### config.mk
export PLATFORM = sky130hd
export DESIGN_NAME = orv64_icache_sysbus_refill
export DESIGN_NICKNAME = d
export VERILOG_FILES = /design/src/rtl/orv64_icache_sysbus_refill.sv
export SDC_FILE = /design/constraint.sdc
export NUM_CORES = 1
export LEC_CHECK = 0
export BUFFER_PORTS_ARGS = -buffer_cell sky130_fd_sc_hd__buf_2
export CORE_AREA = 2 2 179 181
export DETAILED_ROUTE_END_ITERATION = 10
export DIE_AREA = 0 0 181 183
export PLACE_DENSITY = 0.76
export SYNTH_ARGS = -nofsm -noshare
export SYNTH_HDL_FRONTEND = slang
export SYNTH_SLANG_ARGS = --single-unit
export TNS_END_PERCENT = 5
### constraint.sdc
create_clock -name clk -period 21 [get_ports clk]
set_input_delay 2.1 -clock clk [delete_from_list [all_inputs] [get_ports clk]]
set_output_delay 2.1 -clock clk [all_outputs]
set_load 0.1 [all_outputs]
### src/rtl/orv64_icache_sysbus_refill.sv
// I-cache line-refill engine: issues up to MAX_OUTST single-beat sysbus reads,
// critical beat first, places responses by ID and hands the full line to the cache.
module orv64_icache_sysbus_refill #(
  parameter int LINE_BYTES = 32,
  parameter int BEAT_BYTES = 8,
  parameter int PADDR_W    = 56,
  parameter int ID_W       = 4,
  parameter int MAX_OUTST  = 2
) (
  input  logic                      clk,
  input  logic                      rst,
  input  logic                      req_valid,
  output logic                      req_ready,
  input  logic [PADDR_W-1:0]        req_paddr,
  input  logic                      flush,
  output logic                      resp_valid,
  input  logic                      resp_ready,
  output logic [LINE_BYTES*8-1:0]   resp_line,
  output logic                      resp_err,
  output logic                      sysbus_req_if_arvalid,
  input  logic                      sysbus_req_if_arready,
  output logic [PADDR_W-1:0]        sysbus_req_if_araddr,
  output logic [ID_W-1:0]           sysbus_req_if_arid,
  input  logic                      sysbus_resp_if_rvalid,
  output logic                      sysbus_resp_if_rready,
  input  logic [BEAT_BYTES*8-1:0]   sysbus_resp_if_rdata,
  input  logic [ID_W-1:0]           sysbus_resp_if_rid,
  input  logic [1:0]                sysbus_resp_if_rresp
);

  localparam int NUM_BEATS = LINE_BYTES / BEAT_BYTES;
  localparam int BI_W      = $clog2(NUM_BEATS);
  localparam int GEN_W     = ID_W - BI_W;
  localparam int BO_W      = $clog2(BEAT_BYTES);
  localparam int LO_W      = $clog2(LINE_BYTES);
  localparam int CNT_W     = BI_W + 1;
  localparam int BEAT_W    = BEAT_BYTES * 8;
  localparam logic [CNT_W-1:0] NB = CNT_W'(NUM_BEATS);
  localparam logic [CNT_W-1:0] MO = CNT_W'(MAX_OUTST);

  typedef enum logic [1:0] {IDLE, BUSY, DONE, DRAIN} state_t;

  state_t                   state, state_nxt;
  logic [PADDR_W-LO_W-1:0]  line_addr;
  logic [BI_W-1:0]          crit, beat;
  logic [CNT_W-1:0]         issued, recvd, recvd_nxt;
  logic [GEN_W-1:0]         gen;
  logic                     err;
  logic                     ar_fire, r_hit;
  logic [BEAT_W-1:0]        slots [NUM_BEATS];
  logic                     unused_bits;

  assign unused_bits = ^req_paddr[BO_W-1:0];

  assign beat      = crit + issued[BI_W-1:0];
  assign ar_fire   = sysbus_req_if_arvalid && sysbus_req_if_arready;
  // Beats tagged with an older generation belong to an aborted refill.
  assign r_hit     = sysbus_resp_if_rvalid && sysbus_resp_if_rready &&
                     (sysbus_resp_if_rid[ID_W-1:BI_W] == gen);
  assign recvd_nxt = recvd + {{BI_W{1'b0}}, r_hit};

  // NOTE: sequential state uses non-blocking assignments so every flop samples pre-edge values.
  always_ff @(posedge clk or posedge rst) begin
    if (rst) state <= IDLE;
    else     state <= state_nxt;
  end

  // NOTE: default assignment first so every path drives the signal and no latch is inferred.
  always_comb begin
    state_nxt = state;
    case (state)
      IDLE:  if (req_valid) state_nxt = BUSY;
      BUSY:  if (flush)     state_nxt = (recvd_nxt == issued) ? IDLE : DRAIN;
             else if (recvd_nxt == NB) state_nxt = DONE;
      DONE:  if (resp_ready) state_nxt = IDLE;
      DRAIN: if (recvd_nxt == issued) state_nxt = IDLE;
      default: state_nxt = IDLE;
    endcase
  end

  always_comb begin
    req_ready             = 1'b0;
    sysbus_req_if_arvalid = 1'b0;
    sysbus_resp_if_rready = 1'b0;
    resp_valid            = 1'b0;
    resp_err              = 1'b0;
    case (state)
      IDLE:  req_ready = 1'b1;
      BUSY: begin
        sysbus_req_if_arvalid = (issued < NB) && ((issued - recvd) < MO) && !flush;
        sysbus_resp_if_rready = 1'b1;
      end
      DONE: begin
        resp_valid = 1'b1;
        resp_err   = err;
      end
      DRAIN: sysbus_resp_if_rready = 1'b1;
      default: ;
    endcase
  end

  assign sysbus_req_if_araddr = {line_addr, beat, {BO_W{1'b0}}};
  assign sysbus_req_if_arid   = {gen, beat};

  always_comb begin
    resp_line = '0;
    if (state == DONE)
      for (int i = 0; i < NUM_BEATS; i++) resp_line[i*BEAT_W +: BEAT_W] = slots[i];
  end

  always_ff @(posedge clk or posedge rst) begin
    if (rst) begin
      line_addr <= '0;
      crit      <= '0;
      issued    <= '0;
      recvd     <= '0;
      gen       <= '0;
      err       <= 1'b0;
    end else if (state == IDLE && req_valid) begin
      line_addr <= req_paddr[PADDR_W-1:LO_W];
      crit      <= req_paddr[LO_W-1:BO_W];
      issued    <= '0;
      recvd     <= '0;
      err       <= 1'b0;
      gen       <= gen + 1'b1;
    end else begin
      if (ar_fire) issued <= issued + 1'b1;
      if (r_hit)   recvd  <= recvd_nxt;
      if (r_hit && state == BUSY && sysbus_resp_if_rresp != 2'b00) err <= 1'b1;
    end
  end

  // NOTE: line storage has no reset; every slot is rewritten before DONE exposes it.
  always_ff @(posedge clk) begin
    if (state == BUSY && r_hit) slots[sysbus_resp_if_rid[BI_W-1:0]] <= sysbus_resp_if_rdata;
  end

endmodule
==> results of run 1 <==
[area by class of cell]
| type | count | area (sq um) | area share [%] |
|---|---|---|---|
| sequential | 320 | 9290 | 58.1 |
| multi-input combinational | 482 | 2730 | 17.0 |
| timing repair buffer | 456 | 2300 | 14.4 |
| clock buffer | 34 | 787 | 4.92 |
| tap | 402 | 503 | 3.14 |
| clock inverter | 22 | 367 | 2.29 |
| inverter | 6 | 22.5 | 0.141 |
[cell families after synthesis]
family,synth area share [%]
other,0.0306
AOI/OAI and AO/OA,0.623
xor gates and xnor gates,0.909
buffers and inverters,2.26
adders and majority gates,0.572
DFF,75.8
muxes,0.163
and+or+nand+nor,19.6
[metrics by stage]
stage          hold slack, ns  util [%]
2_1_floorplan           0.452         -
3_3_place_gp            0.453      47.5
3_5_place_dp            0.457      47.5
4_1_cts                 0.473      51.2
5_1_grt                 0.486      51.2
6_report                0.471      51.2
[tightest hold or removal path, cell delays in order, from the launching register on]
cell	delay (ns)
dfrtp_1	0.34
nand2_1	0.05
nand2_1	0.05
[placed cells by master (no fill, tap or decap), types with 2 or more instances in the layout]
cell type,n
inv_1,5
edfxtp_1,256
mux2i_1,2
nand3_1,2
clkbuf_16,31
clkbuf_1,3
clkinv_4,2
nor4b_2,2
nor4_2,2
bufinv_16,10
xnor2_1,7
and3_1,2
ha_1,4
buf_4,9
conb_1,3
and2_1,259
clkinv_2,4
nand2_1,166
nor2_1,4
o21ai_0,3
o31ai_1,2
nand4_1,4
buf_2,447
xor2_1,3
dfrtp_1,64
clkinv_1,4
nand2b_1,2
[path summary, 6_finish.rpt]
kind                            cells past startpoint    startpoint  slack, ns              to
worst min-delay path                                2  line_addr[7]       0.47    line_addr[7]
min in group asynchronous                           3           rst       1.77   line_addr[43]
worst max register to register                      4        gen[0]      18.18    slots[2][41]
worst max-delay path                                5      state[1]      15.31  resp_line[232]
max in group asynchronous                           3           rst      18.73   line_addr[34]
worst min register to register                      2  line_addr[7]       0.47    line_addr[7]
[state kept, by name, summed over array words and instances, names as in the netlist]
name	cells
slots	256
line_addr	51
issued	3
recvd	3
crit	2
gen	2
state	2
err	1
[layer usage]
layer	GRT usage, %	wire length (microns)
met3	4.25	2470
met2	30.3	14600
met1	20.0	11300
met4	3.77	432
met5	0	0
==> metrics, run 1 <==
crit-path leading delay family buffers and inverters; CP most frequent cell buf_4; antenna violations before repair 0; Crit path required time 18.90 ns; first-pass GRT wire length 43.0 mm; Arrival @ worst endpoint 3.59 ns; fill count 2644; #FFs+latches synth 320; ys flop type edfxtp_1; Crit. End Element output pin; non-filler instance count after layout 1722; Starting Density 39.2%; critical-path cell list nor2b_4, buf_4, buf_4, and2_1, buf_2; Post-CTS Repair Setup Buffers 0; Port Buffers 447; Synth async-reset ratio 20.0%; # hold bufs at CTS 0; fin. max-slew vios 0; Synth area leader edfxtp_1; Die Width 181 microns; status finished, final reports clean; post-route DRC violation count 0; Initial DRC Count 427; CTS tree yes; critical path launch point type register; clock slew at reported path FFs 0.06 ns; die height 183 microns; Fin. Hold Viols 0; pre-CTS setup slack 15.70 ns; drt via density 4.56; WP buf/inv 3; count leader, synth and2_1; final worst path period need 5.69 ns; CTS Root Cell clkbuf_16; vias in the first global route 7660; Setup Skew 0.0161 ns; Core Rows 65; Initial DRT Pass Iterations 5; total wire length 28.8 mm; slowest stage cell, crit path buf_4; Yosys Warn Count 0; fin crit share 27.1%; Layout Nets 1434; GRT Total Usage 16.7%; RSZ-0062 raised after global routing no; sequential share of the synthesized area 75.8%; Hold Crit Class register to register; Post-Synthesis Cells 856; number of clock sinks 320; slowest stage delay, CP 0.81 ns; WL per Instance 16.7 microns; Post-Syn Area per Cell 14.3 sq um; Placed Cells 1666; number of flops mapped to enable cells by yosys 256; Rel. slew slack 17.2%; critical path peak fanout 131; Clock Latency Late Sink 0.55 ns; Post-CTS Resized 0; largest net degree at the start of global routing 132; post-route cell area 16000 sq um; ranking of synthesized cells by area edfxtp_1 (63%), and2_1 (13%), dfrtp_1 (13%); Antenna Diode Count 0; DRT antenna net count 0; Die Footprint 33100 sq um; number of max-cap violations 0; core region area 31200 sq um; Synth top cells by count and2_1 (259), edfxtp_1 (256), nand2_1 (166), dfrtp_1 (64), clkbuf_1 (26); Mapped Area 12200 sq um; number of library cell types mapped by synthesis 37; GR Overflow Total 0; setup TNS 0 ns; Worst Slack Setup Final 15.31 ns; TritonCTS Buffers 30; GPL Wtd Cong 0.772; H-tree levels 1; Setup violations, final 0; layout cells sized above 1 38.9%; HPWL after DPL 19.1 mm; io pins 454; P&R area growth vs syn 30.6%; Fmax 176 MHz; Tightest Pin Transition 1.24 ns; Clock Tree Buf Depth 3; WS Path Type register to output pin; post-synth top area share 62.8%; vias 7845; dpl cell area 14800 sq um
Power of run 1 is left out: the tool's default activity adds up to more than one toggle a clock period on the data nets, which glitch-free logic cannot reach.
==> run 2, diff against run 1 <==
==> constraint.sdc (replaced) <==
create_clock -name clk -period 5.5 [get_ports clk]
set_input_delay 0.55 -clock clk [delete_from_list [all_inputs] [get_ports clk]]
set_output_delay 0.55 -clock clk [all_outputs]
set_load 0.1 [all_outputs]
==> run 2 against run 1 <==
Effect of this change: utilization shrank 0.25 points; sequential share of layout area grew 0.29 points; clock-buffer cell count is the same; critical endpoint is now resp_line[120].
==> metrics, run 2 (synthesis gave the netlist of run 1 again) <==
Core Rows 65; Rel. slew slack 17.1%; critical path launch point type register; HPWL after DPL 19.2 mm; Crit. End Element output pin; hold_sp req_paddr[43]; number of max-cap violations 0; Fmax 293 MHz; TritonCTS Buffers 31; Initial DRT Pass Iterations 7; Die Width 181 microns; die height 183 microns; Port Buffers 447; Tightest Pin Transition 1.24 ns; Setup violations, final 0; clock slew at reported path FFs 0.06 ns; most common cell after layout, fill and taps aside buf_2; Crit path required time 4.95 ns; layout cells sized above 1 38.9%; hold path endpoint line_addr[38]; final core area utilization 51.0%; setup TNS 0 ns; antenna violations before repair 3; Setup Skew 0.0139 ns; Clock Tree Buf Depth 3; RSZ-0062 raised after global routing no; number of clock sinks 320; hold depth 3; WS Path Type register to output pin; Reg2Reg Setup Slack 2.68 ns; Starting Density 39.2%; Clock Latency Late Sink 0.54 ns; post-route cell area 15900 sq um; # hold bufs at CTS 0; vias 7880; Post-CTS Resized 0; GRT Total Usage 16.7%; total wire length 28.8 mm; WL per Instance 16.7 microns; Initial DRC Count 452; Arrival @ worst endpoint 2.86 ns; fin. max-slew vios 0; DRT antenna net count 0; Reg-to-Reg Start state[0]; io pins 454; critical path peak fanout 149; P&R area growth vs syn 30.0%; GPL Wtd Cong 0.777; worst reg-to-reg path cell count 4; Antenna Diode Count 0; first-pass GRT wire length 43.3 mm; status finished, final reports clean; commonest cells after routing, fill and taps aside buf_2 (447), and2_1 (259), edfxtp_1 (256), nand2_1 (166), dfrtp_1 (64); Fin. Hold Viols 0; Layout Nets 1435; Hold Crit Class input pin to register; CTS Root Cell clkbuf_16; max reg flops 256; core region area 31200 sq um; Post-CTS Repair Setup Buffers 0; Reg2Reg Capture Point slots[0][8]; Die Footprint 33100 sq um; drt via density 4.58; largest net degree at the start of global routing 150; vias in the first global route 7855; final worst path period need 3.41 ns; CTS tree yes; dpl cell area 14900 sq um; fin crit share 62.0%; post-route DRC violation count 0; GR Overflow Total 0; H-tree levels 1
==> run 2: per-stage QoR <==
stage / std cells / setup slack [ns] / hold slack (ns)
6_report: 1721 / 2.09 / 0.195
5_1_grt: 1721 / 1.87 / 0.171
4_1_cts: 1721 / 2.06 / 0.169
3_5_place_dp: 1666 / 2.41 / 0.458
3_3_place_gp: 1666 / 2.43 / 0.456
2_1_floorplan: 858 / -0.107 / 0.452
==> run 2: worst max-delay path by stage <==
stage	cells after the start	startpoint	end
after floorplan	3	gen[0]	slots[2][0]
after global placement	5	sysbus_resp_if_rid[2]	slots[2][0]
after detailed placement	5	sysbus_resp_if_rid[2]	slots[2][4]
after CTS	4	state[1]	resp_line[236]
after global routing	4	state[1]	resp_line[184]
final	4	state[1]	resp_line[120]
==> run 2: layer usage <==
layer	GRT usage, %	routed length [microns]
met1	20.0	11200
met2	29.9	14400
met3	4.23	2430
met4	4.98	722
met5	0	25
==> run 2: area by class of cell <==
| type | instances | area (sq um) |
|---|---|---|
| repair buffers | 456 | 2300 |
| clock inverters | 21 | 255 |
| well taps | 402 | 503 |
| flip-flops and latches | 320 | 9290 |
| clock buffers | 34 | 787 |
| multi-input cells | 482 | 2760 |
| inverters | 6 | 22.5 |
| fillers | 2669 | 15300 |
==> run 2: critical path: stages (launching register included) <==
cell and delay [ns]:
dfrtp_1 0.58, nor2b_4 0.22, buf_4 0.71, and2_1 0.27, buf_2 0.44
Power of run 2 is left out for the same reason.
==> run 3, diff against run 2 <==
==> constraint.sdc (replaced) <==
create_clock -name clk -period 3.45 [get_ports clk]
set_input_delay 0.345 -clock clk [delete_from_list [all_inputs] [get_ports clk]]
set_output_delay 0.345 -clock clk [all_outputs]
set_load 0.1 [all_outputs]
==> run 3 against run 2 <==
Effect of this change: first-iteration DRC count rose by 1.3%; utilization rose by 2.4 points; clock-buffer cell count increased by 5; worst hold slack lost 0.17 ns; flip-flop and latch count is the same; routed wire length grew 6.8%; critical path depth unchanged; register-to-register slack worse by 1.6 ns; clock skew shrank 0.0039 ns; highest routed layer is now met4.
==> metrics, run 3 (synthesis gave the netlist of run 1 again) <==
final worst path period need 2.89 ns; CTS tree yes; total wire length 30.8 mm; Crit path required time 3.11 ns; Core Rows 65; Hold Crit Class input pin to register; Die Footprint 33100 sq um; drt via density 4.60; GPL Wtd Cong 0.811; slowest stage delay, CP 0.57 ns; Placed Cells 1670; DRT antenna net count 0; slowest stage cell, crit path dfrtp_1; Initial DRC Count 458; Fin. Hold Viols 0; GRT Total Usage 17.9%; Fmax 346 MHz; first-pass GRT wire length 46.0 mm; critical path launch point type register; clock slew at reported path FFs 0.06 ns; Clock Tree Buf Depth 3; most common cell after layout, fill and taps aside buf_2; Crit. End Element output pin; # hold bufs at CTS 71; fin. max-slew vios 0; max reg flops 256; post-route DRC violation count 0; fill count 2498; vias in the first global route 8243; largest net degree at the start of global routing 150; P&R area growth vs syn 36.1%; die height 183 microns; Starting Density 39.2%; Tightest Pin Transition 1.28 ns; critical path peak fanout 149; Setup violations, final 0; Layout Nets 1509; io pins 454; Port Buffers 447; GR Overflow Total 0; core region area 31200 sq um; Setup Skew 0.0100 ns; TritonCTS Buffers 30; final core area utilization 53.4%; CTS Root Cell clkbuf_16; Post-CTS Resized 0; H-tree levels 1; Initial DRT Pass Iterations 5; number of max-cap violations 0; Arrival @ worst endpoint 2.54 ns; non-filler instance count after layout 1799; WL per Instance 17.1 microns; fin crit share 83.7%; HPWL after DPL 20.2 mm; layout cells sized above 1 37.1%; RSZ-0062 raised after global routing no; critical-path cell list nor2b_4, buf_12, and2_1, buf_2; vias 8272; Die Width 181 microns; Post-CTS Repair Setup Buffers 0; Clock Latency Late Sink 0.54 ns; hold_ws 0.0300 ns; commonest cells after routing, fill and taps aside buf_2 (447), and2_1 (259), edfxtp_1 (256), nand2_1 (166), dlygate4sd3_1 (71); Rel. slew slack 14.5%; number of clock sinks 320; antenna violations before repair 3; WS Path Type register to output pin; status finished, final reports clean
run 3: layer usage:
layer  vias up  track usage (%)  part of all wire [%]
met5         -                0                     0
met4         0             6.15                   3.0
met3        62             3.93                   8.3
met2       421             32.9                    51
met1      3901             20.8                    37
li1       3888                -                     -
run 3: critical path: cells and delay by family (launching register included):
family | cells | cell delay [ns]
buffers and inverters | 2 | 0.78
flip-flops | 1 | 0.57
AND/OR/NAND/NOR | 2 | 0.52
run 3: path summary, 6_finish.rpt:
check | endpoint | startpoint | slack (ns) | depth (start not counted)
setup / recovery | resp_line[142] | state[1] | 0.56 | 4
hold / removal | slots[1][23] | sysbus_resp_if_rdata[23] | 0.03 | 1
setup reg to reg | state[0] | state[0] | 1.08 | 8
hold reg to reg | line_addr[10] | line_addr[10] | 0.47 | 2
max in group asynchronous | line_addr[50] | rst | 2.06 | 4
min in group asynchronous | line_addr[23] | rst | 0.54 | 3
run 3: metrics by stage:
stage	setup slack (ns)	area, sq um	setup TNS [ns]
2_1_floorplan	-0.266	12400	-43.60
3_3_place_gp	1.17	15000	0
3_5_place_dp	1.07	15000	0
4_1_cts	0.571	16700	0
5_1_grt	0.415	16700	0
6_report	0.561	16700	0
run 3: cell type report:
type / count / area [sq um] / area share, %
Antenna cell: 3 / 7.51 / 0.0450
Clock buffer: 39 / 806 / 4.83
Clock inverter: 16 / 130 / 0.781
Inverter: 6 / 22.5 / 0.135
Multi-Input combinational cell: 482 / 2810 / 16.9
Sequential cell: 320 / 9290 / 55.8
Tap cell: 402 / 503 / 3.02
Timing Repair Buffer: 531 / 3100 / 18.6
Power of run 3 is left out for the same reason.
